## config.mk

```make
export PLATFORM = sky130hd
export DESIGN_NAME = frame_reader_vga
export DESIGN_NICKNAME = d
export VERILOG_FILES = /design/src/rtl/frame_reader_vga.sv
export SDC_FILE = /design/constraint.sdc
export NUM_CORES = 1
export LEC_CHECK = 0
export CAP_MARGIN = 20
export CORE_MARGIN = 2
export CORE_UTILIZATION = 57
export DETAILED_ROUTE_END_ITERATION = 6
export PLACE_DENSITY = 0.86
export SLEW_MARGIN = 30
export SYNTH_ARGS = -nofsm -noshare
export SYNTH_HDL_FRONTEND = slang
export SYNTH_SLANG_ARGS = --single-unit
```

## constraint.sdc

```tcl
create_clock -name pclk -period 5.8 [get_ports pclk]
set_clock_uncertainty 0.1 [all_clocks]
set_input_delay 1.16 -clock pclk [delete_from_list [all_inputs] [get_ports pclk]]
set_output_delay 1.16 -clock pclk [all_outputs]
set_load 0.02 [all_outputs]
```

## src/rtl/frame_reader_vga.sv

```systemverilog
// VGA timing generator that scans a half-resolution frame buffer and doubles each source pixel 2x2.
// Counter stage -> read stage (address/strobe) -> output stage (syncs, de, gated colour); 2 clocks to the pins.
module frame_reader_vga #(
  parameter int unsigned H_ACTIVE = 640,
  parameter int unsigned H_FP     = 16,
  parameter int unsigned H_SYNC   = 96,
  parameter int unsigned H_BP     = 48,
  parameter int unsigned V_ACTIVE = 480,
  parameter int unsigned V_FP     = 10,
  parameter int unsigned V_SYNC   = 2,
  parameter int unsigned V_BP     = 33,
  parameter int unsigned SRC_W    = 320
) (
  input  logic        pclk,
  input  logic        reset,
  output logic [16:0] rd_addr,
  output logic        rd_en,
  input  logic [11:0] rd_data,
  output logic [3:0]  vga_r,
  output logic [3:0]  vga_g,
  output logic [3:0]  vga_b,
  output logic        vga_hsync,
  output logic        vga_vsync,
  output logic        vga_de,
  output logic        frame_start
);

  localparam int unsigned H_TOTAL = H_ACTIVE + H_FP + H_SYNC + H_BP;
  localparam int unsigned V_TOTAL = V_ACTIVE + V_FP + V_SYNC + V_BP;
  localparam int unsigned HW      = $clog2(H_TOTAL + 1);
  localparam int unsigned VW      = $clog2(V_TOTAL + 1);
  localparam int unsigned AW      = 17;

  logic [HW-1:0] hcnt;
  logic [VW-1:0] vcnt;
  logic [AW-1:0] row_base;
  logic          h_last;
  logic          v_last;
  logic          active;
  logic          hsync_on;
  logic          vsync_on;
  logic          first_px;

  // Pipeline stage 1 companions of rd_en/rd_addr (sync flags kept active-high)
  logic          de_1;
  logic          hs_on_1;
  logic          vs_on_1;
  logic          fs_1;

  assign h_last   = (hcnt == HW'(H_TOTAL - 1));
  assign v_last   = (vcnt == VW'(V_TOTAL - 1));
  assign active   = (hcnt < HW'(H_ACTIVE)) && (vcnt < VW'(V_ACTIVE));
  assign hsync_on = (hcnt >= HW'(H_ACTIVE + H_FP)) && (hcnt < HW'(H_ACTIVE + H_FP + H_SYNC));
  assign vsync_on = (vcnt >= VW'(V_ACTIVE + V_FP)) && (vcnt < VW'(V_ACTIVE + V_FP + V_SYNC));
  assign first_px = (hcnt == '0) && (vcnt == '0);

  // Raster counters and the source row base; the base steps once per pair of lines
  always_ff @(posedge pclk or posedge reset) begin
    if (reset) begin
      hcnt     <= '0;
      vcnt     <= '0;
      row_base <= '0;
    end else if (h_last) begin
      hcnt <= '0;
      if (v_last) begin
        vcnt     <= '0;
        row_base <= '0;
      end else begin
        vcnt <= vcnt + VW'(1);
        if (vcnt[0] && (vcnt < VW'(V_ACTIVE))) begin
          row_base <= row_base + AW'(SRC_W);
        end
      end
    end else begin
      hcnt <= hcnt + HW'(1);
    end
  end

  // Read stage: address holds its last value through blanking
  always_ff @(posedge pclk or posedge reset) begin
    if (reset) begin
      rd_en   <= 1'b0;
      rd_addr <= '0;
      de_1    <= 1'b0;
      hs_on_1 <= 1'b0;
      vs_on_1 <= 1'b0;
      fs_1    <= 1'b0;
    end else begin
      rd_en   <= active;
      if (active) begin
        rd_addr <= row_base + AW'(hcnt[HW-1:1]);
      end
      de_1    <= active;
      hs_on_1 <= hsync_on;
      vs_on_1 <= vsync_on;
      fs_1    <= first_px;
    end
  end

  // Output stage: aligned with the RAM's registered read data
  always_ff @(posedge pclk or posedge reset) begin
    if (reset) begin
      vga_de      <= 1'b0;
      vga_hsync   <= 1'b1;
      vga_vsync   <= 1'b1;
      frame_start <= 1'b0;
    end else begin
      vga_de      <= de_1;
      vga_hsync   <= ~hs_on_1;
      vga_vsync   <= ~vs_on_1;
      frame_start <= fs_1;
    end
  end

  // rd_data is already a registered RAM output; only blanking gating is applied here
  assign vga_r = vga_de ? rd_data[11:8] : 4'd0;
  assign vga_g = vga_de ? rd_data[7:4]  : 4'd0;
  assign vga_b = vga_de ? rd_data[3:0]  : 4'd0;

endmodule

```

After elaboration in Yosys (flattened, before gate mapping) --
Cells that the tools add are included.
Word-level totals: output and inout port bits 34, bits in registers 62, word-level logic and storage cells 42, bits of input ports 14
Operators by class: equality and inequality tests 2, mux-type cells 7, reductions and logical operators 9, $lt $le $gt $ge 6, add/sub/neg operators 4, bitwise operators 2
Operator list (number):
- two-way mux 17 bit | 2
- adder 10 x 1 -> 10 bit (second input constant) | 2
- equality test 10 bit (second input constant) | 2
- zero test 10 bit | 2
- < comparator 10 bit (second input constant) | 2
- < comparator 10 x 9 -> 1 bit (second input constant) | 2
- two-way mux 10 bit | 2
- adder 17 x 9 -> 17 bit | 1
- adder 17 x 9 -> 17 bit (second input constant) | 1
- two-way mux 4 bit | 3
- greater-or-equal comparator 10 bit (second input constant) | 1
- greater-or-equal comparator 10 x 9 -> 1 bit (second input constant) | 1
- logical AND 1 bit | 5
- inverter 1 bit | 2
- AND reduction 2 bit | 1
- nonzero test 2 bit | 1

Logic depth before layout (Yosys ltp) --
depth after elaboration 4, gate-level depth with buffers 9, gate-level depth less buffers 7

Worst setup path after synthesis --
Ideal clock, no wire load.
path kind input port to output port, start input port rd_data[0], end output port vga_b[0], arrival time 1.376 ns, slack 3.164 ns, data required time 4.540 ns, stages on the path 1, cell sequence and2_1
On the way: longest elaborated chain between the ends 1
RTL lines:
- start: declaration | line 18 | input logic [11:0] rd_data,
- two-way mux 4 bit | line 118 | assign vga_b = vga_de ? rd_data[3:0] : 4'd0;
- end: declaration | line 21 | output logic [3:0] vga_b,
No other way between the ends.

Worst setup path after layout --
start input port rd_data[3], end output port vga_b[3]
Same word-level chain as after synthesis.

==> impl_metrics.env <==
export IMPL_fillers=346
export IMPL_dp_final_hpwl_um=4160
export IMPL_required_ps=4540
export IMPL_gp_congestion=0.841
export IMPL_cts_sinks=56
export IMPL_mostFrequentLayoutCell="dfrtp_1"
export IMPL_drive_above_1_share=0.114
export IMPL_clk_latency_ps=320
export IMPL_antenna_found_initial=0
export IMPL_rrSetupSlack_ps=3480
export IMPL_async_flop_share=1.00
export IMPL_wire_per_inst_um=15.5
export IMPL_fmax_mhz=277
export IMPL_synth_fa_ha_area_frac=0.0390
export IMPL_slowest_delay_ps=600
export IMPL_worstSetupPathType="in2out"
export IMPL_drt_met1_wl_um=2690
export IMPL_dp_cells=384
export IMPL_seq_power_share=0.567
export IMPL_crit_end="vga_b[3]"
export IMPL_fin_setup_tns_ps=0
export IMPL_yosysSeqAreaShare=0.486
export IMPL_grt_use_total=0.234
export IMPL_postCtsSetupRepairBufs=0
export IMPL_overflow=0
export IMPL_grt_pass1_vias=2098
export IMPL_cts_root_buf="clkbuf_8"
export IMPL_final_hold_viol_count=0
export IMPL_p_comb_frac=0.049
export IMPL_wl_met3_um=357
export IMPL_cts_resized=0
export IMPL_synth_area_um2=2890
export IMPL_row_count=25
export IMPL_period_share=0.622
export IMPL_pwr_share_clk=0.384
export IMPL_reg2regPathDepth=6
export IMPL_endpoint_kind="primary output"
export IMPL_timing_rr_start="vcnt[0]"
export IMPL_area_growth_pct=21.0
export IMPL_wl_um=6070
export IMPL_drt_vias_per_instance=5.74
export IMPL_startpoint_type="input port"
export IMPL_cp_max_fo=1
export IMPL_muxShareOfSynthArea=0.0351
export IMPL_synth_nets=303
export IMPL_cts_hold_buffers=0
export IMPL_first_pass_iters=4
export IMPL_stdcell_area_um2=3500
export IMPL_cp_arrival_ps=2350
export IMPL_crit_slowest_cell="clkdlybuf4s50_1"
export IMPL_diodes=0
export IMPL_port_buffers=47
export IMPL_cap_violations=0
export IMPL_leakagePower_nw=1.55
export IMPL_p_int_uw=538
export IMPL_fin_crit_ps=3610
export IMPL_synth_compound_area_share=0.123
export IMPL_avgSynthCellArea_um2=10.3
export IMPL_fin_nets=347
export IMPL_vdd_drop_max_mv=0.147
export IMPL_top_layer_used="met4"
export IMPL_tightest_slew_ps=793
export IMPL_cts_tree="built"
export IMPL_slew_violations=0
export IMPL_crit_chain="clkdlybuf4s50_1 > and2_1 > clkdlybuf4s50_1"
export IMPL_stdcell_count=392
export IMPL_die_area_um2=5650
export IMPL_finalSetupViolations=0
export IMPL_cts_buffers=5
export IMPL_synth_top_area_frac=0.468
export IMPL_hold_class="reg2reg"
export IMPL_crit_path_frequent_cell="clkdlybuf4s50_1"
export IMPL_synth_edff_count=0
export IMPL_reg2reg_to="vcnt[9]"
export IMPL_postPlaceCellArea_um2=3380
export IMPL_layout_setup_ws_ps=2190
export IMPL_p_sw_frac=0.218
export IMPL_grt_first_pass_wirelength_um=9940
export IMPL_fp_dieH_um=75.2
export IMPL_die_w_um=75.2
export IMPL_grt_max_degree=57
export IMPL_start_util=0.600
export IMPL_yosys_area_share_xor_xnor=0.0576
export IMPL_wl_met2_um=2950
export IMPL_mostFrequentLayoutCells="dfrtp_1, clkdlybuf4s50_1, nor2_1"
export IMPL_p_per_area_nw_per_um2=197
export IMPL_htreeDepth=2
export IMPL_rsz0062_at_grt="false"
export IMPL_io_pins=48
export IMPL_drc=0
export IMPL_vias=2251
export IMPL_coreArea_um2=4820
export IMPL_cts_buffer_depth=2
export IMPL_yosysTopAreaCell="dfrtp_1"
export IMPL_antenna_left=0
export IMPL_critPathLaunch="rd_data[3]"
export IMPL_syn_inst=280
export IMPL_synthSimpleGateAreaFrac=0.220
export IMPL_synthTopCellsByArea="dfrtp_1, xnor2_1, ha_1"
export IMPL_clk_pin_slew_ps=110
export IMPL_p_sw_uw=150
export IMPL_synthDistinctLibCells=47
export IMPL_ys_ff_latch=56
export IMPL_post_place_ws_ps=2170
export IMPL_maxSlewHeadroom=0.471
export IMPL_drt_iter0_markers=181
export IMPL_synth_main_ff_cell="dfrtp_1"
export IMPL_synth_top_family_by_area="simple AND/OR/NAND/NOR gates"
export IMPL_yosysWarnings=0
export IMPL_status="finished, final reports clean"
-- metrics by stage --
step	util	power (mW)	hold WS, ps
floorplan	-	0.412	231
global placement	0.702	0.432	232
detailed placement	0.702	0.432	241
CTS	0.726	0.691	256
global route	0.726	0.708	274
finish	0.726	0.688	256
-- sequential cells by signal, summed over array words and instances (netlist names) --
register	flops
de_1	1
frame_start	1
fs_1	1
hcnt	10
hs_on_1	1
rd_addr	17
row_base	11
vcnt	10
vga_de	1
vga_hsync	1
vga_vsync	1
vs_on_1	1
-- power by group through the flow --
stage	combinational, mW	sequential (mW)	clock [mW]
after floorplan	0.0146	0.398	0
after global placement	0.0339	0.398	0
after detailed placement	0.0347	0.398	0
after CTS	0.0346	0.390	0.266
after global routing	0.0375	0.390	0.281
final	0.0338	0.390	0.264
-- cells in the mapped netlist (2+ instances only) --
cell type and n:
dfrtp_1 54, nor2_1 23, nand2_1 22, o21ai_1 17, a21oi_1 13, and2_1 13
xnor2_1 13, ha_1 9, inv_1 9, mux2_2 9, o21ai_0 9, nand3_1 8
nand4_1 8, and3_1 6, xor2_1 6, buf_2 5, a31oi_1 4, nor3_1 4
nor4_1 4, and4_1 3, buf_4 3, nand2b_1 3, nor2b_1 3, o31ai_1 3
o31ai_2 3, a21o_1 2, buf_6 2, clkbuf_1 2, dfstp_2 2
-- layer usage --
layer / GRT usage / vias to the layer above
li1: - / 1065
met1: 0.309 / 1105
met2: 0.391 / 72
met3: 0.0495 / 9
met4: 0.0682 / 0
met5: 0 / -
-- cell families (layout without fill, tap and decap cells) --
logic type / after synthesis / count (layout)
AO/OA/AOI/OAI: 57 / 57
XOR/XNOR: 19 / 19
adder cells (fa/ha/maj): 9 / 9
flip-flops: 56 / 56
buffers and inverters: 21 / 66
AND/OR/NAND/NOR: 109 / 109
multiplexers: 9 / 9
-- worst max-delay path, delay by kind of cell --
kind | cells | cell delay, ps
simple gates | 1 | 130
buf+inv | 2 | 1060
-- worst min-delay path by stage --
| stage | slack, ps | depth (start not counted) | startpoint | to |
|---|---|---|---|---|
| after floorplan | 230 | 0 | fs_1 | frame_start |
| after global placement | 230 | 0 | fs_1 | frame_start |
| after detailed placement | 240 | 1 | hs_on_1 | vga_hsync |
| after CTS | 260 | 1 | hs_on_1 | vga_hsync |
| after global routing | 270 | 1 | vs_on_1 | vga_vsync |
| final | 260 | 1 | hs_on_1 | vga_hsync |
-- cell type report --
type	count	area, um2	share of cell area
flip-flops and latches	56	1400	0.402
clock buffers	5	68.8	0.0197
well taps	67	83.8	0.0240
repair buffers	49	485	0.139
multi-input cells	203	1370	0.393
clock inverters	3	46.3	0.0132
inverters	9	33.8	0.00966
Note: power is estimated with default switching activity, not from simulation.
